### src/rtl/ni_packetizer_if.sv
// Host request/payload handshake plus router local-port link of the NI transmit stage.
// The packetizer uses the master modport; the host/router model uses the slave modport.
interface ni_packetizer_if #(
  parameter int DATA_WIDTH = 32,
  parameter int AXIS       = 4
);
  logic                  req_valid;
  logic [AXIS-1:0]       req_dst;
  logic [11:0]           req_len;
  logic                  req_ready;
  logic                  pl_valid;
  logic [27:0]           pl_data;
  logic                  pl_ready;
  logic                  err_len;
  logic [DATA_WIDTH-1:0] TX;
  logic                  RTS;
  logic                  DCTS;

  modport master (
    input  req_valid, req_dst, req_len, pl_valid, pl_data, DCTS,
    output req_ready, pl_ready, err_len, TX, RTS
  );

  modport slave (
    output req_valid, req_dst, req_len, pl_valid, pl_data, DCTS,
    input  req_ready, pl_ready, err_len, TX, RTS
  );
endinterface

### src/rtl/ni_packetizer.sv
// NI transmit stage: turns a (dst, len) request plus payload stream into
// header/body/tail flits for a router local port, paced by the router CTS.
module ni_packetizer #(
  parameter int DATA_WIDTH = 32,
  parameter int AXIS       = 4,
  parameter int MAX_LEN    = 4094,
  parameter int PKT_ID_W   = 8
) (
  input  logic            clk,
  input  logic            rst,
  input  logic [AXIS-1:0] cur_addr,
  ni_packetizer_if.master bus
);

  typedef enum logic [1:0] {
    IDLE   = 2'd0,
    HEADER = 2'd1,
    BODY   = 2'd2
  } state_t;

  localparam logic [2:0] ID_HEAD = 3'b001;
  localparam logic [2:0] ID_BODY = 3'b010;
  localparam logic [2:0] ID_TAIL = 3'b100;

  function automatic logic [DATA_WIDTH-1:0] add_parity(input logic [DATA_WIDTH-1:1] bits);
    return {bits, ^bits};
  endfunction

  state_t                state_r, state_s;
  logic [AXIS-1:0]       dst_r, dst_s;
  logic [11:0]           len_r, len_s;
  logic [11:0]           cnt_r, cnt_s;
  logic [PKT_ID_W-1:0]   pkt_id_r, pkt_id_s;
  logic [DATA_WIDTH-1:0] tx_r, tx_s;
  logic                  rts_r, rts_s;
  logic                  err_r, err_s;
  logic                  req_ready_s, pl_ready_s;
  logic                  len_bad_s;

  assign len_bad_s = (bus.req_len == 12'd0) || (bus.req_len > 12'(MAX_LEN));

  // Next-state, flit assembly and handshake decode.
  always_comb begin
    state_s     = state_r;
    dst_s       = dst_r;
    len_s       = len_r;
    cnt_s       = cnt_r;
    pkt_id_s    = pkt_id_r;
    tx_s        = tx_r;
    rts_s       = 1'b0;
    err_s       = 1'b0;
    req_ready_s = 1'b0;
    pl_ready_s  = 1'b0;
    case (state_r)
      IDLE: begin
        req_ready_s = 1'b1;
        if (bus.req_valid) begin
          if (len_bad_s) begin
            err_s = 1'b1;
          end else begin
            dst_s   = bus.req_dst;
            len_s   = bus.req_len;
            cnt_s   = bus.req_len;
            state_s = HEADER;
          end
        end else begin
          state_s = IDLE;
        end
      end
      HEADER: begin
        if (bus.DCTS) begin
          tx_s    = add_parity({ID_HEAD, len_r + 12'd1, dst_r, cur_addr, pkt_id_r});
          rts_s   = 1'b1;
          state_s = BODY;
        end else begin
          rts_s = 1'b0;
        end
      end
      BODY: begin
        pl_ready_s = bus.DCTS;
        if (bus.pl_valid && bus.DCTS) begin
          rts_s = 1'b1;
          cnt_s = cnt_r - 12'd1;
          // Last payload word of the packet closes it as a tail flit.
          if (cnt_r == 12'd1) begin
            tx_s     = add_parity({ID_TAIL, bus.pl_data});
            pkt_id_s = pkt_id_r + {{(PKT_ID_W-1){1'b0}}, 1'b1};
            state_s  = IDLE;
          end else begin
            tx_s = add_parity({ID_BODY, bus.pl_data});
          end
        end else begin
          rts_s = 1'b0;
        end
      end
      default: begin
        state_s = IDLE;
      end
    endcase
  end

  // State, packet context and registered router outputs.
  always_ff @(posedge clk or posedge rst) begin
    if (rst) begin
      state_r  <= IDLE;
      dst_r    <= {AXIS{1'b0}};
      len_r    <= 12'd0;
      cnt_r    <= 12'd0;
      pkt_id_r <= {PKT_ID_W{1'b0}};
      tx_r     <= {DATA_WIDTH{1'b0}};
      rts_r    <= 1'b0;
      err_r    <= 1'b0;
    end else begin
      state_r  <= state_s;
      dst_r    <= dst_s;
      len_r    <= len_s;
      cnt_r    <= cnt_s;
      pkt_id_r <= pkt_id_s;
      tx_r     <= tx_s;
      rts_r    <= rts_s;
      err_r    <= err_s;
    end
  end

  assign bus.req_ready = req_ready_s;
  assign bus.pl_ready  = pl_ready_s;
  assign bus.err_len   = err_r;
  assign bus.TX        = tx_r;
  assign bus.RTS       = rts_r;

endmodule

### src/flat_wrapper.sv
// flat-port wrapper written by rule: the top's interface ports become plain ports
module ni_packetizer_flat 
#(
  parameter int DATA_WIDTH = 32,
  parameter int AXIS       = 4,
  parameter int MAX_LEN    = 4094,
  parameter int PKT_ID_W   = 8
)
  (clk, rst, cur_addr, bus_req_valid, bus_req_dst, bus_req_len, bus_pl_valid, bus_pl_data, bus_DCTS, bus_req_ready, bus_pl_ready, bus_err_len, bus_TX, bus_RTS);
  ni_packetizer_if #(.DATA_WIDTH(DATA_WIDTH), .AXIS(AXIS)) bus_i ();
  input  logic clk;
  input  logic rst;
  input  logic [AXIS-1:0] cur_addr;
  input wire logic [$bits(bus_i.req_valid)-1:0] bus_req_valid;
  input wire logic [$bits(bus_i.req_dst)-1:0] bus_req_dst;
  input wire logic [$bits(bus_i.req_len)-1:0] bus_req_len;
  input wire logic [$bits(bus_i.pl_valid)-1:0] bus_pl_valid;
  input wire logic [$bits(bus_i.pl_data)-1:0] bus_pl_data;
  input wire logic [$bits(bus_i.DCTS)-1:0] bus_DCTS;
  output wire logic [$bits(bus_i.req_ready)-1:0] bus_req_ready;
  output wire logic [$bits(bus_i.pl_ready)-1:0] bus_pl_ready;
  output wire logic [$bits(bus_i.err_len)-1:0] bus_err_len;
  output wire logic [$bits(bus_i.TX)-1:0] bus_TX;
  output wire logic [$bits(bus_i.RTS)-1:0] bus_RTS;
  assign bus_i.req_valid = bus_req_valid;
  assign bus_i.req_dst = bus_req_dst;
  assign bus_i.req_len = bus_req_len;
  assign bus_i.pl_valid = bus_pl_valid;
  assign bus_i.pl_data = bus_pl_data;
  assign bus_i.DCTS = bus_DCTS;
  assign bus_req_ready = bus_i.req_ready;
  assign bus_pl_ready = bus_i.pl_ready;
  assign bus_err_len = bus_i.err_len;
  assign bus_TX = bus_i.TX;
  assign bus_RTS = bus_i.RTS;
  ni_packetizer #(.DATA_WIDTH(DATA_WIDTH), .AXIS(AXIS), .MAX_LEN(MAX_LEN), .PKT_ID_W(PKT_ID_W)) u_core (.clk(clk), .rst(rst), .cur_addr(cur_addr), .bus(bus_i));
endmodule
### config.mk
export PLATFORM = sky130hd
export DESIGN_NAME = ni_packetizer_flat
export DESIGN_NICKNAME = d
export VERILOG_FILES = /design/src/rtl/ni_packetizer_if.sv /design/src/rtl/ni_packetizer.sv /design/src/flat_wrapper.sv
export SDC_FILE = /design/constraint.sdc
export NUM_CORES = 1
export LEC_CHECK = 0
export ABC_CLOCK_PERIOD_IN_PS = 2600
export CAP_MARGIN = 20
export CORE_MARGIN = 2
export CORE_UTILIZATION = 45
export DETAILED_ROUTE_END_ITERATION = 12
export PLACE_DENSITY = 0.76
export SYNTH_ARGS = -nofsm -noshare
export SYNTH_HDL_FRONTEND = slang
export SYNTH_SLANG_ARGS = --single-unit
### constraint.sdc
create_clock -name clk -period 2.6 [get_ports clk]
set_clock_uncertainty 0.15 [all_clocks]
set_input_delay 0.78 -clock clk [delete_from_list [all_inputs] [get_ports clk]]
set_output_delay 0.78 -clock clk [all_outputs]
set_load 0.03 [all_outputs]
Yosys cells after proc, flatten, opt, wreduce, memory -nomap -nowiden
Index checks and enable logic that the tools add are counted.
- register bits after elaboration: 72
- bits in latches: 0
- memory bits (writable): 0
- memory bits (read-only): 0
- input bits: 53
- output and inout port bits: 36
- memories: 0
- $add $sub $neg: 3
- multipliers: 0
- divide/modulo/power cells: 0
- magnitude comparators: 1
- equal/unequal tests: 9
- shift operators: 0
- multiplexer cells: 22
- bitwise logic cells: 1
- reductions and logical operators: 13
- operators by type and width (operator ; count):
    2-to-1 mux 32 bit ; 3
    one-hot mux 32 bit (2 select lines) ; 1
    parity 31 bit ; 2
    2-to-1 mux 12 bit ; 3
    one-hot mux 12 bit (2 select lines) ; 1
    adder 12 x 1 -> 12 bit, second input constant ; 1
    equality test 12 x 1 -> 1 bit, second input constant ; 1
    > comparator 12 bit, second input constant ; 1
    logical NOT 12 bit ; 1
    subtractor 12 x 1 -> 12 bit, second input constant ; 1
    2-to-1 mux 2 bit ; 5
    AND reduction 3 bit ; 3
    adder 8 x 1 -> 8 bit, second input constant ; 1
    AND reduction 4 bit ; 2
    2-to-1 mux 1 bit ; 7
    != test 2 bit, second input constant ; 3
    one-hot mux 2 bit (3 select lines) ; 1
    != test 2 x 1 -> 1 bit, second input constant ; 2
    nonzero test 2 bit ; 2
    != test 3 bit, second input constant ; 1
    equality test 2 x 1 -> 1 bit, second input constant ; 1
    equality test 2 bit, second input constant ; 1
    logical NOT 2 bit ; 1
    one-hot mux 1 bit (2 select lines) ; 1
    3 further kinds ; 3

Logic depth before layout (Yosys ltp)
Gate-level depths: netlist (run 1).
- word-level depth: 5
- gate-level depth with buffers: 10

Least setup slack after synthesis (run 1)
OpenSTA, ideal clock, no wires.
- kind: input to register
- start: input bus_req_len[8]
- end: register u_core.dst_r[0]
- data arrival time: 2.071 ns
- data required time: 2.325 ns
- setup slack: 0.254 ns
- cell stages on the path: 7
- cells stage by stage: nand4_1 -> nor3_1 -> a31oi_1 -> and3_1 -> buf_2 -> buf_2 -> mux2_2
- word-level cells in the longest chain between the ends: 4
- elaborated cells on any way between the ends: 5
- those cells by class: order compare: 1; bitwise: 1; reduce/logical: 3
- ends and longest elaborated chain (item ; RTL line ; source):
    start: declaration ; flat_wrapper.sv:16 ; input wire logic [$bits(bus_i.req_len)-1:0] bus_req_len;
    > comparator 12 bit or logical NOT 12 bit (tied branches) ; ni_packetizer.sv:40 ; assign len_bad_s = (bus.req_len == 12'd0) || (bus.req_len > 12'(MAX_LEN));
    logical OR 1 bit * ; ni_packetizer.sv:40 ;
    NOT 1 bit (no source line) * ; n/a ;
    AND reduction 3 bit (no source line) * ; n/a ;
    end signal: assignment ; ni_packetizer.sv:106 ; dst_r <= {AXIS{1'b0}};
    end signal: assignment ; ni_packetizer.sv:115 ; dst_r <= dst_s;
    end: declaration ; ni_packetizer.sv:30 ; logic [AXIS-1:0] dst_r, dst_s;
Mark *: on every way between the ends. The rest lies on a longest branch, timed or not.
A chain may end at the register's enable or synchronous reset.

Worst setup path in the final report (run 1)
- start: input bus_DCTS
- end: output bus_pl_ready
- word-level cells in the longest chain between the ends: 1
- ends and longest elaborated chain (item ; RTL line ; source):
    start: declaration ; flat_wrapper.sv:19 ; input wire logic [$bits(bus_i.DCTS)-1:0] bus_DCTS;
    2-to-1 mux 1 bit ; ni_packetizer.sv:54 ; case (state_r)
    end: declaration ; flat_wrapper.sv:21 ; output wire logic [$bits(bus_i.pl_ready)-1:0] bus_pl_ready;
Every way passes these cells.

==> results of run 1 <==
-- cell usage in the layout, fill, tap and decap left out, types with 7 or more instances in the layout --
master | Yosys | routed
sky130_fd_sc_hd__clkdlybuf4s50_1 | 0 | 85
sky130_fd_sc_hd__dfrtp_1 | 72 | 72
sky130_fd_sc_hd__nand2_1 | 57 | 57
sky130_fd_sc_hd__xnor2_1 | 51 | 51
sky130_fd_sc_hd__o21ai_0 | 40 | 40
sky130_fd_sc_hd__nor2_1 | 33 | 33
sky130_fd_sc_hd__a21oi_1 | 29 | 29
sky130_fd_sc_hd__buf_4 | 0 | 28
sky130_fd_sc_hd__mux2i_1 | 18 | 18
sky130_fd_sc_hd__mux2_2 | 16 | 16
sky130_fd_sc_hd__inv_1 | 11 | 10
sky130_fd_sc_hd__nand3_1 | 10 | 10
sky130_fd_sc_hd__xor2_1 | 9 | 9
sky130_fd_sc_hd__clkbuf_8 | 0 | 9
sky130_fd_sc_hd__ha_1 | 9 | 8
sky130_fd_sc_hd__o22a_1 | 7 | 7
-- per-stage QoR --
step	power, µW	TNS, ps	cells	area, µm²	utilization
2_1_floorplan	4930	0	442	4250	-
3_3_place_gp	6040	-9190	651	5450	0.593
3_5_place_dp	6210	-8410	651	5450	0.593
4_1_cts	7310	0	667	5700	0.619
5_1_grt	7780	0	667	5710	0.621
6_report	7280	0	667	5710	0.621
-- worst max-delay path, cell delays in order --
cell and delay (ps):
sky130_fd_sc_hd__clkdlybuf4s50_1 530, sky130_fd_sc_hd__and2_1 140, sky130_fd_sc_hd__buf_4 150
-- worst max path at each step --
| stage | start | endpoint | slack (ps) | cells after the start |
|---|---|---|---|---|
| 2_1_floorplan | bus_req_len[8] | u_core.dst_r[0]$_DFFE_PP0P_ | 250 | 7 |
| 3_3_place_gp | bus_req_len[6] | u_core.cnt_r[2]$_DFFE_PP0P_ | -370 | 8 |
| 3_5_place_dp | bus_req_len[6] | u_core.cnt_r[4]$_DFFE_PP0P_ | -350 | 8 |
| 4_1_cts | bus_req_len[6] | u_core.cnt_r[8]$_DFFE_PP0P_ | 20 | 8 |
| 5_1_grt | bus_req_len[8] | u_core.cnt_r[6]$_DFFE_PP0P_ | 2 | 9 |
| 6_report | bus_DCTS | bus_pl_ready | 70 | 3 |
-- per-layer routing --
metal  wire, µm  track usage  part of all wire  vias to the layer above
li1           -            -                 -                     1748
met1       4620        0.282              0.44                     1740
met2       5300        0.364              0.50                       97
met3        506       0.0400             0.048                        7
met4        101       0.0572            0.0096                        0
met5          0            0                 0                        -
-- cells by family (layout without fill, tap and decap cells) --
kind of cell / Yosys count / count (layout) / share of synthesized area
AOI/OAI and AO/OA: 94 / 94 / 0.128
xor gates and xnor gates: 63 / 63 / 0.140
adders and majority gates: 9 / 9 / 0.0265
buffers and inverters: 32 / 146 / 0.0339
DFF: 72 / 72 / 0.424
muxes: 34 / 34 / 0.0848
and+or+nand+nor: 138 / 138 / 0.163
-- flip-flops by register name, indices dropped and copies added, names as in the netlist --
name                flops
u_core.bus.RTS          1
u_core.pkt_id_r         8
u_core.state_r          2
u_core.cnt_r           12
u_core.bus.err_len      1
u_core.len_r           12
u_core.dst_r            4
u_core.bus.TX          32
-- repair_timing --
| item | 4_1_cts | 5_1_grt |
|---|---|---|
| endpoints found under the setup margin | 1 | 9 |
| gates resized for setup | 1 | 3 |
| buffers inserted | 0 | 0 |
| pin swaps | 0 | 1 |
| cloned | 0 | 0 |
-- power by group --
part | internal, µW | leakage, µW | switching, µW | total (µW)
registers | 1580 | 0.000898 | 457 | 2030
logic | 2020 | 0.00133 | 2140 | 4160
clock network | 643 | 0.000117 | 450 | 1090
-- area by class of cell --
class | count | area (µm²) | share of cell area
Sequential cell | 72 | 1800 | 0.316
Clock buffer | 10 | 128 | 0.0224
Timing Repair Buffer | 119 | 1160 | 0.204
Tap cell | 111 | 139 | 0.0243
Inverter | 11 | 45.0 | 0.00789
Clock inverter | 6 | 115 | 0.0202
Multi-Input combinational cell | 338 | 2320 | 0.406
==> out/qor.log, run 1 <==
qor: status.run_status completed
qor: synth.ys_types 48
qor: clock_network.cts_root_buffer sky130_fd_sc_hd__clkbuf_8
qor: sta.finalSetupViolCount 0
qor: routing.routed_wl 10500 µm
qor: clock_network.tritoncts done
qor: setup_path.crit_path_start_kind input port
qor: sta.period_share 0.974
qor: clock_network.worst_setup_hold_path_clk_slew 80 ps
qor: synth.synth.top_cell.area_share 0.424
qor: setup_path.timing.critical_path.required 1670 ps
qor: floorplanning.floorplan.initialDensity 0.462
qor: synth.synthArstFlopShare 1.00
qor: routing.viasPerCell 5.39
qor: routing.wl_per_cell 15.8 µm
qor: synth.synth.area.top_cells sky130_fd_sc_hd__dfrtp_1 (42%), sky130_fd_sc_hd__xnor2_1 (11%), sky130_fd_sc_hd__nand2_1 (5.0%), sky130_fd_sc_hd__o21ai_0 (4.7%), sky130_fd_sc_hd__mux2i_1 (4.2%)
qor: setup_path.critPathMaxFanout 5
qor: setup_path.ff2ff_setup_slack 320 ps
qor: setup_path.r2r_cells 8
qor: floorplanning.io-pin-count 89
qor: global_routing.antenna_violations_before_repair 0
qor: synth.synth-seq-cells 72
qor: final_layout.ant_diodes 0
qor: power_and_ir_drop.leakage 0.00234 µW
qor: synth.synth_enable_flop_cells 0
qor: sta.actual_slew_at_the_worst_max_slew_pin 475 ps
qor: routing.detail_route.iter0.violations 162
qor: sta.timing_hold_violations_final 0
qor: placed_design.buffer_ports.inserted 88
qor: synth.synth_most_common_cell sky130_fd_sc_hd__dfrtp_1
qor: synth.synth_sequential_area_ratio 0.424
qor: min_path.holdPathStages 2
qor: sta.holdWs 333 ps
qor: power_and_ir_drop.power_per_cell_area 1280 nW/µm²
qor: min_path.worst_hold_path.endpoint u_core.bus.TX[24]$_DFFE_PP0P_
qor: synth.primary_ff_master_synth sky130_fd_sc_hd__dfrtp_1
qor: placed_design.gpl.final_weighted_congestion 0.823
qor: synth.yosysTopAreaCell sky130_fd_sc_hd__dfrtp_1
qor: sta.fin_crit 2530 ps
qor: clock_network.cts_hold_repair.buffers 0
qor: placed_design.detailedPlacementHpwl 7960 µm
qor: routing.postRouteAntennaNets 0
qor: synth.syn-instance-count 442
qor: setup_path.r2r-start u_core.pkt_id_r[0]$_DFFE_PP0P_
qor: synth.yosys-top-cells-count sky130_fd_sc_hd__dfrtp_1 (72), sky130_fd_sc_hd__nand2_1 (57), sky130_fd_sc_hd__xnor2_1 (51)
qor: clock_network.ctsLongestPathBuffers 2
qor: global_routing.grt_start_max_net_pins 73
qor: min_path.worst_hold_startpoint u_core.bus.TX[24]$_DFFE_PP0P_
qor: run.cap_viol_max_count 0
qor: floorplanning.floorplan.rows 35
qor: synth.post_synth_instance_area 4250 µm²
qor: sta.grt_setup_unrepaired false
qor: routing.route.vias.total 3592
qor: floorplanning.die_width 101 µm
qor: setup_path.r2r-end u_core.bus.TX[0]$_DFFE_PP0P_
qor: global_routing.grt_pass1_wl 17000 µm
qor: synth.syn_avg_cell_area 9.62 µm²
qor: global_routing.global_route.overflow_total 0
qor: synth.synth_warnings 0
qor: global_routing.grt_util_all_layers 0.214
qor: global_routing.grt_pass1_vias 3453
qor: sta.max_clock_freq 395 MHz
qor: final_layout.area_delta_synth_final 34.3%
qor: clock_network.cts_made_buffers 9
qor: floorplanning.die_height 101 µm
qor: clock_network.clk_latency 350 ps
qor: synth.synthesis.nets 504
qor: setup_path.cp_data_arrival_time 1600 ps
qor: routing.detail_route.first_pass.iterations 5
qor: final_layout.finalNetCount 613
qor: placed_design.placement_stage_worst_setup_slack -346 ps
qor: final_layout.final.fill_count 782
qor: setup_path.end_kind output pin
qor: sta.setup_slack 68.0 ps
qor: final_layout.final_layout_size_suffix_gt1_frac 0.146
qor: clock_network.cts.htree.levels 3
qor: sta.final_max_slew_viol_count 0
qor: setup_path.crit_path_class input port to output pin
qor: floorplanning.core_area 9200 µm²
qor: power_and_ir_drop.peakVddDrop 0.000573 V
qor: sta.maxSlewHeadroom 0.681
qor: floorplanning.fp.dieArea 10200 µm²
qor: min_path.min-delay-path-class register to register
qor: routing.drc_violation_count_after_routing 0
qor: clock_network.clock_sinks 72
Power figures use the tool's default switching activity.
==> inputs of run 2 (changes only) <==
Settings changed: ABC_CLOCK_PERIOD_IN_PS 2600 to 3000, PLACE_DENSITY 0.76 to 0.73, TNS_END_PERCENT set to 20.
Clock period 2.6 ns to 3 ns, I/O delays scaled along.
==> run 2 against run 1 <==
- core utilization shrank 1.0 points
- critical path depth did not move
- via count down 2.5%
- sequential cell count unchanged
- total power shrank 16%
==> out/qor.log, run 2 (synthesis results as in run 1) <==
qor: final_layout.design_area 5610 µm² [-1.7%]
qor: setup_path.cp_data_arrival_time 1840 ps [+240 ps]
qor: final_layout.postLayoutCoreUtil 0.610 [-0.0103]
qor: min_path.holdPathStages 2 [unchanged]
qor: global_routing.global_route.overflow_total 0 [unchanged]
qor: floorplanning.floorplan.initialDensity 0.462 [unchanged]
qor: routing.detail_route.first_pass.iterations 4 [-1]
qor: sta.fin_crit 2890 ps
qor: clock_network.postCtsResizedCells 0 [-1]
qor: sta.final_max_slew_viol_count 0 [unchanged]
qor: placed_design.postPlaceCellArea 5410 µm² [-0.85%]
qor: final_layout.sequential_cell_area 1800 µm² [unchanged]
qor: clock_network.tritoncts done
qor: setup_path.worst_path_largest_cell_delay 710 ps [+180 ps]
qor: global_routing.grt_pass1_vias 3529 [+2.2%]
qor: setup_path.crit_path_class register to output pin
qor: routing.detail_route.iter0.violations 117 [-28%]
qor: power_and_ir_drop.power_per_cell_area 1090 nW/µm² [-15%]
qor: clock_network.cts_hold_repair.buffers 0 [unchanged]
qor: clock_network.cts_root_buffer sky130_fd_sc_hd__clkbuf_8
qor: floorplanning.die_width 101 µm [unchanged]
qor: final_layout.final.fill_count 772 [-1.3%]
qor: setup_path.critPathMaxFanout 5 [unchanged]
qor: floorplanning.io-pin-count 89 [unchanged]
qor: run.cap_viol_max_count 0 [unchanged]
qor: final_layout.final_layout_size_suffix_gt1_frac 0.138 [-0.00800]
qor: status.run_status completed
qor: power_and_ir_drop.finalPower 6090 µW [-16%]
qor: routing.route.vias.total 3502 [-2.5%]
qor: power_and_ir_drop.leakage 0.00229 µW [-2.2%]
qor: global_routing.grt_pass1_wl 17600 µm [+4.0%]
qor: sta.actual_slew_at_the_worst_max_slew_pin 533 ps [+58.1 ps]
qor: setup_path.crit_path_start_kind register
qor: global_routing.grt_start_max_net_pins 51 [-30%]
qor: power_and_ir_drop.peakVddDrop 0.000641 V [+12%]
qor: sta.finalSetupViolCount 0 [unchanged]
qor: sta.setup_slack 113 ps [+45.2 ps]
qor: clock_network.post-cts-setup-buffer-count 0 [unchanged]
qor: routing.wl_per_cell 16.0 µm [+1.3%]
qor: sta.timing_hold_violations_final 0 [unchanged]
qor: final_layout.area_delta_synth_final 32.0%
qor: setup_path.master_of_the_slowest_instance_on_the_critical_path sky130_fd_sc_hd__clkdlybuf4s50_1
qor: final_layout.flip_flop_count_of_the_largest_register_after_layout 32 [unchanged]
qor: placed_design.placement_stage_worst_setup_slack -123 ps [+222 ps]
qor: sta.final_setup_tns 0 ps [unchanged]
qor: setup_path.worstPathCellList inv_1 -> ha_1 -> clkdlybuf4s50_1
qor: setup_path.end_kind output pin
qor: min_path.min-delay-path-class register to register
qor: clock_network.ctsLongestPathBuffers 2 [unchanged]
qor: final_layout.finalNetCount 609 [-0.65%]
qor: final_layout.ant_diodes 0 [unchanged]
qor: placed_design.detailedPlacementHpwl 8120 µm [+1.9%]
qor: floorplanning.core_area 9200 µm² [unchanged]
qor: routing.drc_violation_count_after_routing 0 [unchanged]
qor: floorplanning.fp.dieArea 10200 µm² [unchanged]
qor: sta.maxSlewHeadroom 0.645 [-0.0363]
qor: sta.period_share 0.962
qor: final_layout.multiInputGateArea 2310 µm² [-0.38%]
qor: routing.viasPerCell 5.28 [-1.9%]
qor: clock_network.clock_sinks 72 [unchanged]
qor: clock_network.cts_made_buffers 9 [unchanged]
qor: sta.max_clock_freq 346 MHz
qor: placed_design.gpl.final_weighted_congestion 0.858 [+4.3%]
qor: routing.routed_wl 10600 µm [+0.67%]
qor: clock_network.clk_latency 340 ps [about the same]
qor: sta.grt_setup_unrepaired false
qor: clock_network.worst_setup_hold_path_clk_slew 80 ps [about the same]
qor: placed_design.buffer_ports.inserted 88 [unchanged]
qor: global_routing.antenna_violations_before_repair 0 [unchanged]
qor: routing.postRouteAntennaNets 0 [unchanged]
qor: final_layout.layout.cells.most_common_list sky130_fd_sc_hd__clkdlybuf4s50_1 (87), sky130_fd_sc_hd__dfrtp_1 (72), sky130_fd_sc_hd__nand2_1 (57), sky130_fd_sc_hd__xnor2_1 (51), sky130_fd_sc_hd__o21ai_0 (40)
qor: floorplanning.floorplan.rows 35 [unchanged]
qor: setup_path.timing.critical_path.required 1950 ps [+280 ps]
qor: clock_network.cts.htree.levels 3 [unchanged]
qor: global_routing.grt_util_all_layers 0.219 [+0.00500]
qor: final_layout.layout.cells.most_common sky130_fd_sc_hd__clkdlybuf4s50_1
qor: floorplanning.die_height 101 µm [unchanged]
qor: setup_path.r2r_cells 8 [unchanged]
run 2: cell type report:
cell class,instances,area share
clock buffers,11,0.0252
clock inverters,5,0.0111
inverters,11,0.00736
multi-input cells,338,0.411
flip-flops and latches,72,0.321
well taps,111,0.0247
repair buffers,115,0.199
run 2: worst max-delay path, delay by kind of cell (launching register included):
| kind | cells | cell delay, ps |
|---|---|---|
| buf+inv | 2 | 810 |
| flops | 1 | 400 |
| fa+ha+maj | 1 | 280 |
run 2: path summary, 6_finish.rpt:
check	slack [ps]	endpoint	from
hold reg to reg	330	u_core.bus.TX[23]$_DFFE_PP0P_	u_core.bus.TX[23]$_DFFE_PP0P_
min in group asynchronous	760	u_core.bus.TX[4]$_DFFE_PP0P_	rst
setup reg to reg	590	u_core.bus.TX[0]$_DFFE_PP0P_	u_core.len_r[0]$_DFFE_PP0P_
max in group asynchronous	1330	u_core.bus.TX[11]$_DFFE_PP0P_	rst
hold / removal	330	u_core.bus.TX[23]$_DFFE_PP0P_	u_core.bus.TX[23]$_DFFE_PP0P_
setup / recovery	110	bus_req_ready	u_core.state_r[0]$_DFFE_PP0P_
run 2: per-layer routing:
layer,part of all wire,GRT usage
met1,0.47,0.304
met2,0.48,0.361
met3,0.035,0.0366
met4,0.012,0.0520
met5,0,0
run 2: report_power, final:
| part | internal [µW] | total (µW) | switching [µW] |
|---|---|---|---|
| combinational | 1690 | 3530 | 1840 |
| clock | 413 | 805 | 392 |
| sequential | 1370 | 1760 | 389 |
run 2: per-stage QoR:
step,cells,hold WS [ps]
6_report,663,334
4_1_cts,663,341
3_3_place_gp,647,311
5_1_grt,663,359
2_1_floorplan,442,331
3_5_place_dp,647,321
==> inputs of run 3 (changes only) <==
Settings changed: MAX_ROUTING_LAYER set to met4.
==> run 3 against run 2 <==
- maximum frequency increased by 0.27%
- core utilization increased by 0.41 points
- sequential share of layout area decreased by 0.21 points
- clock power increased by 20%
- count of clock-buffer cells in the layout decreased by 1
- total power increased by 2.7%
- routed wire length increased by 2.7%
- combinational power about the same
- global-route usage increased by 0.93 points
- sequential cell count unchanged
- sequential power about the same
- register-to-register slack about the same
==> out/qor.log, run 3 (synthesis results as in run 1) <==
qor: sta.grt_setup_unrepaired false
qor: floorplanning.die_height 101 µm [unchanged]
qor: floorplanning.fp.dieArea 10200 µm² [unchanged]
qor: power_and_ir_drop.peakVddDrop 0.000778 V [+21%]
qor: global_routing.grt_pass1_wl 17800 µm [+1.1%]
qor: clock_network.worst_setup_hold_path_clk_slew 80 ps [about the same]
qor: sta.setup_slack 121 ps [+7.74 ps]
qor: sta.maxSlewHeadroom 0.654 [+0.00952]
qor: placed_design.gpl.final_weighted_congestion 0.855 [-0.35%]
qor: setup_path.ff2ff_setup_slack 600 ps [about the same]
qor: global_routing.antenna_violations_before_repair 0 [unchanged]
qor: min_path.worst_hold_path.endpoint u_core.bus.TX[17]$_DFFE_PP0P_
qor: sta.actual_slew_at_the_worst_max_slew_pin 519 ps [-14.3 ps]
qor: final_layout.final_layout_size_suffix_gt1_frac 0.138 [+0.000250]
qor: floorplanning.floorplan.rows 35 [unchanged]
qor: clock_network.ctsLongestPathBuffers 2 [unchanged]
qor: routing.postRouteAntennaNets 0 [unchanged]
qor: final_layout.final.fill_count 781 [+1.2%]
qor: sta.final_max_slew_viol_count 0 [unchanged]
qor: sta.period_share 0.960 [-0.00258]
qor: setup_path.timing.critical_path.required 1950 ps [about the same]
qor: setup_path.crit_path_start_kind register
qor: routing.routed_wl 10900 µm [+2.7%]
qor: final_layout.finalNetCount 609 [unchanged]
qor: clock_network.cts_root_buffer sky130_fd_sc_hd__clkbuf_8
qor: setup_path.r2r-end u_core.bus.TX[0]$_DFFE_PP0P_
qor: routing.route.vias.total 3573 [+2.0%]
qor: global_routing.grt_start_max_net_pins 54 [+5.9%]
qor: floorplanning.core_area 9200 µm² [unchanged]
qor: global_routing.grt_util_all_layers 0.228 [+0.00928]
qor: min_path.worst_hold_startpoint u_core.bus.TX[17]$_DFFE_PP0P_
qor: sta.finalSetupViolCount 0 [unchanged]
qor: setup_path.r2r-start u_core.len_r[0]$_DFFE_PP0P_
qor: floorplanning.die_width 101 µm [unchanged]
qor: routing.detail_route.iter0.violations 169 [+44%]
qor: clock_network.clk_latency 360 ps [+20 ps]
qor: status.run_status completed
qor: setup_path.end_kind output pin
qor: sta.timing_hold_violations_final 0 [unchanged]
qor: sta.fin_crit 2880 ps [-7.74 ps]
qor: clock_network.cts_made_buffers 9 [unchanged]
qor: placed_design.placement_stage_worst_setup_slack -79.2 ps [+44.1 ps]
qor: routing.drc_violation_count_after_routing 0 [unchanged]
qor: routing.detail_route.first_pass.iterations 4 [unchanged]
qor: clock_network.postCtsResizedCells 0 [unchanged]
qor: setup_path.critPathMaxFanout 5 [unchanged]
qor: final_layout.area_delta_synth_final 32.9%
qor: run.cap_viol_max_count 0 [unchanged]
qor: min_path.holdPathStages 2 [unchanged]
qor: clock_network.cts.htree.levels 3 [unchanged]
qor: final_layout.ant_diodes 0 [unchanged]
qor: sta.holdWs 332 ps [-2.08 ps]
qor: global_routing.grt_pass1_vias 3588 [+1.7%]
qor: routing.viasPerCell 5.40 [+2.2%]
qor: final_layout.design_area 5650 µm² [+0.67%]
qor: floorplanning.floorplan.initialDensity 0.462 [unchanged]
qor: clock_network.tritoncts done
qor: final_layout.layout.cells.most_common sky130_fd_sc_hd__clkdlybuf4s50_1
qor: placed_design.detailedPlacementHpwl 8080 µm [-0.49%]
qor: placed_design.postPlaceCellArea 5410 µm² [unchanged]
qor: final_layout.layout.cells.most_common_list sky130_fd_sc_hd__clkdlybuf4s50_1 (87), sky130_fd_sc_hd__dfrtp_1 (72), sky130_fd_sc_hd__nand2_1 (57), sky130_fd_sc_hd__xnor2_1 (51), sky130_fd_sc_hd__o21ai_0 (40)
qor: floorplanning.io-pin-count 89 [unchanged]
qor: min_path.min-delay-path-class register to register
qor: placed_design.buffer_ports.inserted 88 [unchanged]
qor: setup_path.cp_data_arrival_time 1830 ps [about the same]
qor: power_and_ir_drop.power_per_cell_area 1110 nW/µm² [+2.0%]
qor: power_and_ir_drop.leakage 0.00232 µW [+1.1%]
qor: clock_network.cts_hold_repair.buffers 0 [unchanged]
qor: global_routing.global_route.overflow_total 0 [unchanged]
qor: final_layout.flip_flop_count_of_the_largest_register_after_layout 32 [unchanged]
qor: clock_network.clock_sinks 72 [unchanged]
qor: setup_path.r2r_cells 8 [unchanged]
qor: clock_network.post-cts-setup-buffer-count 0 [unchanged]
qor: sta.max_clock_freq 347 MHz [+0.27%]
qor: routing.wl_per_cell 16.4 µm [+2.8%]
qor: setup_path.crit_path_class register to output pin
-- run 3: changes by cell type in the layout (fill, tap and decap cells not counted) --
cell	delta
sky130_fd_sc_hd__clkbuf_1	-1
sky130_fd_sc_hd__bufinv_16	+2
sky130_fd_sc_hd__inv_6	-1
sky130_fd_sc_hd__clkinv_2	+1
sky130_fd_sc_hd__clkinvlp_4	-2
-- run 3: cell type report --
type	instances	area, µm²	area share
inverters	11	41.3	0.00731
clock inverters	5	104	0.0184
repair buffers	115	1120	0.198
clock buffers	10	138	0.0244
flip-flops and latches	72	1800	0.319
multi-input cells	338	2310	0.408
well taps	111	139	0.0246
-- run 3: metrics by stage --
step	util	total power, µW	cells	setup TNS [ps]
after floorplan	-	4280	442	0
after global placement	0.588	5190	647	0
after detailed placement	0.588	5300	647	-96.8
after CTS	0.614	6280	662	0
after global routing	0.614	6710	662	0
final	0.614	6260	662	0
-- run 3: critical path, stage by stage, from the launching register on --
cell                              delay, ps
sky130_fd_sc_hd__dfrtp_1                400
sky130_fd_sc_hd__inv_1                   80
sky130_fd_sc_hd__ha_1                   270
sky130_fd_sc_hd__clkdlybuf4s50_1        720
-- run 3: report_power, final --
group	leakage (µW)	internal, µW	switching [µW]
Clock	0.000123	573	395
Sequential	0.000898	1370	395
Combinational	0.00130	1690	1830
Total	0.00232	3630	2620
-- run 3: worst max-delay path by stage --
| stage | start | endpoint | cells past startpoint |
|---|---|---|---|
| floorplan | rst | u_core.bus.RTS$_DFF_PP0_ | 1 |
| detailed placement | bus_req_len[1] | u_core.cnt_r[11]$_DFFE_PP0P_ | 8 |
| global placement | bus_req_len[8] | u_core.cnt_r[11]$_DFFE_PP0P_ | 8 |
| global route | u_core.state_r[0]$_DFFE_PP0P_ | bus_req_ready | 3 |
| finish | u_core.state_r[1]$_DFFE_PP0P_ | bus_req_ready | 3 |
| CTS | u_core.state_r[0]$_DFFE_PP0P_ | bus_req_ready | 3 |
-- run 3: layer usage --
layer  part of all wire  routed length, µm  global-route usage  up-vias
li1                   -                  -                   -     1746
met1               0.46               5000               0.301     1713
met2               0.48               5200               0.359       95
met3              0.043                471              0.0428       19
met4              0.018                201              0.0707        0
met5                  0                  0                   -        -
